==> config.mk <==
export PLATFORM = sky130hd
export DESIGN_NAME = wbumux_host
export DESIGN_NICKNAME = d
export VERILOG_FILES = /design/src/rtl/wbumux_pkg.sv /design/src/rtl/wbumux_fifo.sv /design/src/rtl/wbumux_host.sv
export SDC_FILE = /design/constraint.sdc
export NUM_CORES = 1
export LEC_CHECK = 0
export ABC_AREA = 0
export CORE_MARGIN = 2
export CORE_UTILIZATION = 57
export CTS_BUF_LIST = sky130_fd_sc_hd__clkbuf_16
export CTS_CLUSTER_SIZE = 20
export DETAILED_ROUTE_END_ITERATION = 10
export DONT_BUFFER_PORTS = 1
export GPL_ROUTABILITY_DRIVEN = 1
export PLACE_DENSITY = 0.73
export SKIP_CTS_REPAIR_TIMING = 1
export SYNTH_ARGS = -nofsm -noshare
export SYNTH_HDL_FRONTEND = slang
export SYNTH_SLANG_ARGS = --single-unit
==> constraint.sdc <==
create_clock -name i_clk -period 2.5 [get_ports i_clk]
set_input_delay 0.25 -clock i_clk [delete_from_list [all_inputs] [get_ports i_clk]]
set_output_delay 0.25 -clock i_clk [all_outputs]
set_load 0.01 [all_outputs]
==> src/rtl/wbumux_pkg.sv <==
// Shared widths, link framing and channel select for the host-side link mux.
// Optional build macro: WBUMUX_CMD_PRIORITY_EN (strict command priority on TX).
package wbumux_pkg;

    localparam int unsigned CHAN_W       = 7;
    localparam int unsigned LINK_W       = 8;
    localparam int unsigned CMD_FLAG_BIT = 7;

    typedef enum logic {
        CH_CMD = 1'b0,
        CH_CON = 1'b1
    } chan_e;

    // Build a link byte from a channel byte and its command/console flag.
    function automatic logic [LINK_W-1:0] link_frame(input logic is_cmd,
                                                     input logic [CHAN_W-1:0] d);
        logic [LINK_W-1:0] b;
        b = LINK_W'(d);
        b[CMD_FLAG_BIT] = is_cmd;
        return b;
    endfunction

endpackage

==> src/rtl/wbumux_fifo.sv <==
// Synchronous channel FIFO, depth 2^LGFIFO, registered full/empty flags.
// Pointers carry one extra wrap bit; full means only the wrap bits differ.
module wbumux_fifo
    import wbumux_pkg::*;
#(
    parameter int unsigned LGFIFO = 4
) (
    input  logic              i_clk,
    input  logic              i_reset,
    input  logic              i_wr,
    input  logic [CHAN_W-1:0] i_wr_data,
    input  logic              i_rd,
    output logic [CHAN_W-1:0] o_rd_data_c,
    output logic              o_full,
    output logic              o_empty
);

    localparam int unsigned DEPTH = 1 << LGFIFO;
    localparam int unsigned PTR_W = LGFIFO + 1;
    localparam logic [PTR_W-1:0] FULL_DIFF = PTR_W'(DEPTH);

    logic [CHAN_W-1:0] mem [DEPTH];
    logic [PTR_W-1:0]  wr_ptr, rd_ptr;
    logic [PTR_W-1:0]  wr_ptr_nxt_c, rd_ptr_nxt_c;
    logic              wr_en_c, rd_en_c;

    // Accept decisions use the flags as they stand before this cycle's read.
    always_comb begin
        wr_en_c      = i_wr && !o_full;
        rd_en_c      = i_rd && !o_empty;
        wr_ptr_nxt_c = wr_ptr + PTR_W'(wr_en_c);
        rd_ptr_nxt_c = rd_ptr + PTR_W'(rd_en_c);
    end

    // Pointer and flag registers.
    always_ff @(posedge i_clk or posedge i_reset) begin
        if (i_reset) begin
            wr_ptr  <= '0;
            rd_ptr  <= '0;
            o_full  <= 1'b0;
            o_empty <= 1'b1;
        end else begin
            wr_ptr  <= wr_ptr_nxt_c;
            rd_ptr  <= rd_ptr_nxt_c;
            o_full  <= (wr_ptr_nxt_c ^ rd_ptr_nxt_c) == FULL_DIFF;
            o_empty <= wr_ptr_nxt_c == rd_ptr_nxt_c;
        end
    end

    // Storage array; contents are don't-care until written.
    always_ff @(posedge i_clk) begin
        if (wr_en_c) begin
            mem[wr_ptr[LGFIFO-1:0]] <= i_wr_data;
        end
    end

    assign o_rd_data_c = mem[rd_ptr[LGFIFO-1:0]];

endmodule

==> src/rtl/wbumux_host.sv <==
// Host-side link mux: splits the UART stream into command/console channels
// and merges the two outgoing channels back onto the link.
// Optional build macro: WBUMUX_CMD_PRIORITY_EN (command channel always wins).
module wbumux_host
    import wbumux_pkg::*;
#(
    parameter int unsigned LGFIFO = 4
) (
    input  logic              i_clk,
    input  logic              i_reset,
    input  logic              i_rx_stb,
    input  logic [LINK_W-1:0] i_rx_data,
    output logic              o_cmd_stb,
    output logic [CHAN_W-1:0] o_cmd_data,
    output logic              o_con_stb,
    output logic [CHAN_W-1:0] o_con_data,
    input  logic              i_cmd_stb,
    input  logic [CHAN_W-1:0] i_cmd_data,
    output logic              o_cmd_busy,
    input  logic              i_con_stb,
    input  logic [CHAN_W-1:0] i_con_data,
    output logic              o_con_busy,
    output logic              o_tx_stb,
    output logic [LINK_W-1:0] o_tx_data,
    input  logic              i_tx_busy
);

    logic              cmd_empty, con_empty;
    logic [CHAN_W-1:0] cmd_rd_c, con_rd_c;
    logic              load_ok_c, pop_cmd_c, pop_con_c;
`ifndef WBUMUX_CMD_PRIORITY_EN
    chan_e             rr, rr_nxt_c;
    logic              both_c;
`endif

    // RX demux: route each link byte to its channel one cycle later.
    always_ff @(posedge i_clk or posedge i_reset) begin
        if (i_reset) begin
            o_cmd_stb  <= 1'b0;
            o_cmd_data <= '0;
            o_con_stb  <= 1'b0;
            o_con_data <= '0;
        end else begin
            o_cmd_stb <= i_rx_stb && i_rx_data[CMD_FLAG_BIT];
            o_con_stb <= i_rx_stb && !i_rx_data[CMD_FLAG_BIT];
            if (i_rx_stb && i_rx_data[CMD_FLAG_BIT]) begin
                o_cmd_data <= i_rx_data[CHAN_W-1:0];
            end
            if (i_rx_stb && !i_rx_data[CMD_FLAG_BIT]) begin
                o_con_data <= i_rx_data[CHAN_W-1:0];
            end
        end
    end

    wbumux_fifo #(.LGFIFO(LGFIFO)) u_cmd_fifo (
        .i_clk       (i_clk),
        .i_reset     (i_reset),
        .i_wr        (i_cmd_stb),
        .i_wr_data   (i_cmd_data),
        .i_rd        (pop_cmd_c),
        .o_rd_data_c (cmd_rd_c),
        .o_full      (o_cmd_busy),
        .o_empty     (cmd_empty)
    );

    wbumux_fifo #(.LGFIFO(LGFIFO)) u_con_fifo (
        .i_clk       (i_clk),
        .i_reset     (i_reset),
        .i_wr        (i_con_stb),
        .i_wr_data   (i_con_data),
        .i_rd        (pop_con_c),
        .o_rd_data_c (con_rd_c),
        .o_full      (o_con_busy),
        .o_empty     (con_empty)
    );

    // Arbiter: pick which FIFO refills the output register this cycle.
    always_comb begin
        load_ok_c = !o_tx_stb || !i_tx_busy;
        pop_cmd_c = 1'b0;
        pop_con_c = 1'b0;
`ifdef WBUMUX_CMD_PRIORITY_EN
        if (load_ok_c) begin
            if (!cmd_empty)      pop_cmd_c = 1'b1;
            else if (!con_empty) pop_con_c = 1'b1;
        end
`else
        rr_nxt_c = rr;
        both_c   = !cmd_empty && !con_empty;
        if (load_ok_c) begin
            if (both_c) begin
                if (rr == CH_CMD) pop_cmd_c = 1'b1;
                else              pop_con_c = 1'b1;
                rr_nxt_c = (rr == CH_CMD) ? CH_CON : CH_CMD;
            end else if (!cmd_empty) begin
                pop_cmd_c = 1'b1;
            end else if (!con_empty) begin
                pop_con_c = 1'b1;
            end
        end
`endif
    end

`ifndef WBUMUX_CMD_PRIORITY_EN
    // Round-robin pointer register.
    always_ff @(posedge i_clk or posedge i_reset) begin
        if (i_reset) rr <= CH_CMD;
        else         rr <= rr_nxt_c;
    end
`endif

    // TX output register: holds while the UART is busy, reloads on transfer.
    always_ff @(posedge i_clk or posedge i_reset) begin
        if (i_reset) begin
            o_tx_stb  <= 1'b0;
            o_tx_data <= '0;
        end else if (load_ok_c) begin
            o_tx_stb <= pop_cmd_c || pop_con_c;
            if (pop_cmd_c)      o_tx_data <= link_frame(1'b1, cmd_rd_c);
            else if (pop_con_c) o_tx_data <= link_frame(1'b0, con_rd_c);
        end
    end

endmodule
# ---- Word-level counts from Yosys, hierarchy flattened
# Memory sizes are Yosys's and may differ from the RTL's.
# Cells that the tools add are included.
dict set report totals {
  reg_bits 50
  mem_bits_rw 224
  in_bits 28
  out_inout_bits 27
  elab_cells 61
  memories 2
}
dict set report classes {
  add_sub_neg 4
  n_eq_ne 4
  mux 15
  bitwise_logic 2
  reduce_logical 19
}
# name words word_bits rd rd_clocked_by_memory_dff write_ports line_no
set mem_list {}
lappend mem_list {u_cmd_fifo.mem 16 7 1 0 1 wbumux_fifo.sv:22} ;# logic [CHAN_W-1:0] mem [DEPTH];
lappend mem_list {u_con_fifo.mem 16 7 1 0 1 wbumux_fifo.sv:22}
# op count
set op_table {}
lappend op_table {{$add A5 B1 Y5} 4}
lappend op_table {{$mux W8} 2}
lappend op_table {{$mux W1} 13}
lappend op_table {{$eq A5 B5 Y1} 2}
lappend op_table {{$eq A5 B5 Y1 const B} 2}
lappend op_table {{$xor A5 B5 Y5} 2}
lappend op_table {{$logic_and A1 B1 Y1} 7}
lappend op_table {{$logic_not A1 Y1} 7}
lappend op_table {{$reduce_and A2 Y1} 2}
lappend op_table {{$logic_or A1 B1 Y1} 2}
lappend op_table {{$reduce_bool A2 Y1} 1}

# ---- Longest topological paths before layout
dict set report depth {
  ltp_word 8
  mapped_depth 10
  ltp_nobuf 9
}

# ---- Cells and area by module
# Synthesis repeated with hierarchy kept, for this count alone.
dict set report unflattened {
  cells_unflattened 564
  area_unflattened_um2 10877.9
}
# module instances cells_each area_each_um2 seq_area_each_um2
set modules_own_cells {}
lappend modules_own_cells {{wbumux_fifo at u_con_fifo} 1 238 4877.2 3664.8}
lappend modules_own_cells {{wbumux_fifo at u_cmd_fifo} 1 238 4874.7 3664.8}
lappend modules_own_cells {wbumux_host 1 88 1126.1 650.6}

# ---- Worst setup path before layout
# Ideal clock, no wire load.
dict set report synth_timing {
  path_kind {flip-flop to flip-flop}
  from {register o_tx_stb}
  to {register u_cmd_fifo.o_empty}
  setup_ns 0.069
  arrival_ns 2.319
  setup_slack_ns 0.113
  stages_incl_launch_ff 11
  n_path_buf 1
  synth_period_minus_slack_ns 2.387
  path_cell_list {dfrtp_1 > and2_1 > a211o_1 > clkbuf_1 > inv_1 > ha_1 > ha_1 > xor2_1 > xor2_1 > or4_1 > nor2b_1}
}
dict set report synth_between {
  elab_chain_cells 6
}
# element line_no
set synth_lines {}
lappend synth_lines {{from (decl)} wbumux_host.sv:23} ;# output logic o_tx_stb,
lappend synth_lines {{from (signal assigned)} wbumux_host.sv:118} ;# o_tx_stb <= pop_cmd_c || pop_con_c;
lappend synth_lines {{$logic_not A1 Y1} wbumux_host.sv:79} ;# load_ok_c = !o_tx_stb || !i_tx_busy;
lappend synth_lines {{$logic_or A1 B1 Y1} wbumux_host.sv:79}
lappend synth_lines {{$mux W1} wbumux_host.sv:90} ;# if (load_ok_c) begin
lappend synth_lines {{$logic_and A1 B1 Y1} wbumux_fifo.sv:30} ;# rd_en_c = i_rd && !o_empty;
lappend synth_lines {{$add A5 B1 Y5} wbumux_fifo.sv:32} ;# rd_ptr_nxt_c = rd_ptr + PTR_W'(rd_en_c);
lappend synth_lines {{via u_cmd_fifo.rd_ptr_nxt_c[2]} wbumux_fifo.sv:24} ;# logic [PTR_W-1:0] wr_ptr_nxt_c, rd_ptr_nxt_c;
lappend synth_lines {{$eq A5 B5 Y1} wbumux_fifo.sv:46} ;# o_empty <= wr_ptr_nxt_c == rd_ptr_nxt_c;
lappend synth_lines {{to (signal assigned)} wbumux_fifo.sv:46}
lappend synth_lines {{to (decl)} wbumux_fifo.sv:15} ;# output logic o_empty
# The timed path passes the listed nets, and every way through them passes these cells.
# A chain may end at the register's enable or synchronous reset.

# ---- Final worst setup path
# Same ends and word-level chain as after synthesis.

==> results.sh <==
export IMPL_rsz0062_at_grt="false"
export IMPL_overflow=0
export IMPL_clock_sinks=274
export IMPL_fmax_mhz=429.0
export IMPL_hold_start="i_rx_stb"
export IMPL_die_h_um=143.2
export IMPL_drv_cap=0
export IMPL_crit_chain="and2_1 -> a211o_1 -> inv_1 -> ha_1 -> ha_1 -> xor2_2 -> xor2_1 -> or4_1 -> nor2b_1"
export IMPL_arrival_ns=2.80
export IMPL_num_antenna_cells=0
export IMPL_ff2ff_path_depth=9
export IMPL_total_leakage_power_nw=4.472
export IMPL_die_w_um=143.2
export IMPL_end_kind="flip-flop"
export IMPL_drive_gt1_share_pct=17.23
export IMPL_yosys_warnings=0
export IMPL_required_ns=2.97
export IMPL_crit_path_frequent_cell="ha_1"
export IMPL_areaGrowthSynthToFinish_pct=13.46
export IMPL_worst_slew_pin_slew_ns=0.7821
export IMPL_fin_crit_ns=2.331
export IMPL_io_buffers=0
export IMPL_syn_inst=624
export IMPL_period_share_pct=93.24
export IMPL_grt_max_degree=34
export IMPL_track_usage_pct=22.78
export IMPL_p_total_mw=13.93
export IMPL_ys_ff_latch=274
export IMPL_path_clk_slew_ns=0.06
export IMPL_drt_pass1_iterations=5
export IMPL_use_met3_pct=5.567
export IMPL_grt_pass1_wl_um=34400
export IMPL_drt_iter0_markers=653
export IMPL_critPathMaxFanout=4
export IMPL_cpPeakStageDelay_ns=0.55
export IMPL_antenna_found_initial=2
export IMPL_ys_flop_type="edfxtp_1"
export IMPL_dp_hpwl_um=14920
export IMPL_fillers=1211
export IMPL_routed_wl_um=22910
export IMPL_synth_edf_count=224
export IMPL_seq_area_um2=7983
export IMPL_dieArea_um2=20500
export IMPL_place_congestion=0.8441
export IMPL_worst_setup_path_type="reg -> reg"
export IMPL_avgViaCountPerCell=6.095
export IMPL_grt_pass1_vias=5893
export IMPL_wl_per_cell_um=23.52
export IMPL_clock_root_buffer="clkbuf_16"
export IMPL_dp_cells=901
export IMPL_top_usage_layer="met2"
export IMPL_status="finished, final reports clean"
export IMPL_cts_tree="done"
export IMPL_finalCoreUtilization_pct=66.54
export IMPL_final_cell_mix="224 x edfxtp_1, 46 x dfrtp_1, 46 x buf_4, 43 x nor2_1, 42 x mux2i_1"
export IMPL_drc=0
export IMPL_finalClockSkew_ns=0.01962
export IMPL_cts_made_buffers=27
export IMPL_tns_ns=0
export IMPL_syn_avg_cell_area_um2=17.70
export IMPL_initial_core_util_pct=58.65
export IMPL_top_level_ports=55
export IMPL_grt_util_met2_pct=34.53
export IMPL_cts_buffer_depth=3
export IMPL_hold_end="o_con_stb$_DFF_PP0_"
export IMPL_worstSetupStartpointType="flip-flop"
export IMPL_synthArstFlopShare_pct=18.25
export IMPL_reg2reg_to="u_cmd_fifo.o_empty$_DFF_PP1_"
export IMPL_ys_types=44
export IMPL_setup_viol=0
export IMPL_hold_viol=0
export IMPL_clk_latency_ns=0.54
export IMPL_ir_drop_mv=0.5542
export IMPL_htree_levels=1
export IMPL_p_per_area_nw_per_um2=1112
export IMPL_drv_slew=0
export IMPL_synth_nets=660
export IMPL_syn_cell_area_um2=11040
export IMPL_crit_slowest_cell="or4_1"
export IMPL_grt_use_met1_pct=33.04
export IMPL_core_area_um2=18830
export IMPL_mostFrequentLayoutCell="edfxtp_1"
export IMPL_multi_input_area_um2=2785
export IMPL_maxSlewHeadroom_pct=47.86
export IMPL_r2r_start="o_tx_stb$_DFFE_PP0P_"
export IMPL_nets=729
export IMPL_synth_yosys_seq_area_share_pct=72.26
export IMPL_finalNonFillerCells=974
export IMPL_vias=5937
export IMPL_regToRegSetupSlack_ns=0.17
export IMPL_drtAntennaViolNets=0
export IMPL_hold_path_class="in -> reg"
export IMPL_num_rows=50
export IMPL_whs_path_depth=1
==> area by class of cell <==
type                    count  area share (%)
multi-input cells         308           22.23
clock buffers              27           5.392
well taps                 260           2.596
flip-flops and latches    274           63.70
inverters                  12          0.3595
clock inverters            23          0.9685
repair buffers             70           4.753
==> cells in the mapped netlist (all sizes together) (4+ instances only) <==
master | number | area (um^2)
xnor2 | 10 | 87.58
edfxtp | 224 | 6726
buf | 22 | 211.5
nor3 | 9 | 45.04
xor2 | 14 | 122.6
a311oi | 18 | 157.7
ha | 8 | 100.1
dfrtp | 48 | 1201
nand3b | 4 | 30.03
mux2 | 19 | 214.0
a2111oi | 4 | 35.03
nor2b | 15 | 93.84
inv | 12 | 45.04
clkbuf | 8 | 30.03
nand2 | 16 | 60.06
mux4 | 31 | 758.2
nand2b | 7 | 43.79
o21ai | 7 | 35.03
mux2i | 42 | 420.4
a21oi | 4 | 20.02
nor2 | 43 | 161.4
nand3 | 17 | 85.08
o32ai | 4 | 35.03
a211oi | 15 | 112.6
==> metrics by stage <==
step	worst slack [ns]	hold slack (ns)	instance area, um^2
after global placement	0.2310	0.1491	11500
after floorplan	0.1128	0.3489	11040
after CTS	0.1347	-0.4137	12290
after global routing	0.01868	0.02299	12530
after detailed placement	0.1326	0.1559	11500
final	0.1691	0.02782	12530
==> cell families (layout without fill, tap and decap cells) <==
logic type                 count (synthesis)  count (layout)  synth area share, %
muxes                                     92              92                12.61
and+or+nand+nor                          122             122                5.438
buffers and inverters                     42             132                2.594
adders and majority gates                  8               8               0.9063
DFF                                      274             274                72.26
xor gates and xnor gates                  24              24                1.903
AOI/OAI and AO/OA                         62              62                4.294
==> per-layer routing <==
layer / part of all wire (%) / wire (um) / vias up
met4: 2.2 / 499 / 4
met3: 9.9 / 2273 / 38
li1: - / - / 2589
met1: 41 / 9455 / 3014
met5: 0.10 / 24 / -
met2: 47 / 10660 / 292
==> worst max path at each step <==
stage	from	end	slack [ns]	cells past startpoint
finish	o_tx_stb$_DFFE_PP0P_	u_cmd_fifo.o_empty$_DFF_PP1_	0.17	9
detailed placement	o_tx_stb$_DFFE_PP0P_	u_cmd_fifo.o_empty$_DFF_PP1_	0.13	9
CTS	o_tx_stb$_DFFE_PP0P_	u_cmd_fifo.o_empty$_DFF_PP1_	0.13	9
floorplan	o_tx_stb$_DFFE_PP0P_	u_cmd_fifo.o_empty$_DFF_PP1_	0.11	10
global route	o_tx_stb$_DFFE_PP0P_	u_cmd_fifo.o_full$_DFF_PP0_	0.02	9
global placement	o_tx_stb$_DFFE_PP0P_	u_cmd_fifo.o_empty$_DFF_PP1_	0.23	9
==> flip-flops by register name, summed over array words and instances, names as in the netlist, 5 cells and up <==
name,cells
u_cmd_fifo.wr_ptr,5
u_con_fifo.mem,112
o_cmd_data,7
u_cmd_fifo.rd_ptr,5
u_cmd_fifo.mem,112
o_con_data,7
o_tx_data,8
u_con_fifo.wr_ptr,5
u_con_fifo.rd_ptr,5
==> critical path: cells and delay by family, from the launching register on <==
kind / cells / cell delay [ns]
DFF: 1 / 0.42
and+or+nand+nor: 3 / 0.89
xor gates and xnor gates: 2 / 0.37
buffers and inverters: 1 / 0.04
adders and majority gates: 2 / 0.41
AOI/OAI and AO/OA: 1 / 0.14
==> power by group <==
| group | internal [mW] | switching, mW | leakage, nW |
|---|---|---|---|
| Sequential | 5.64 | 0.731 | 2.61 |
| Clock | 2.05 | 1.58 | 0.433 |
| Combinational | 1.76 | 2.17 | 1.43 |
| Total | 9.44 | 4.49 | 4.47 |
No activity file was read; power rests on OpenSTA's default activity.
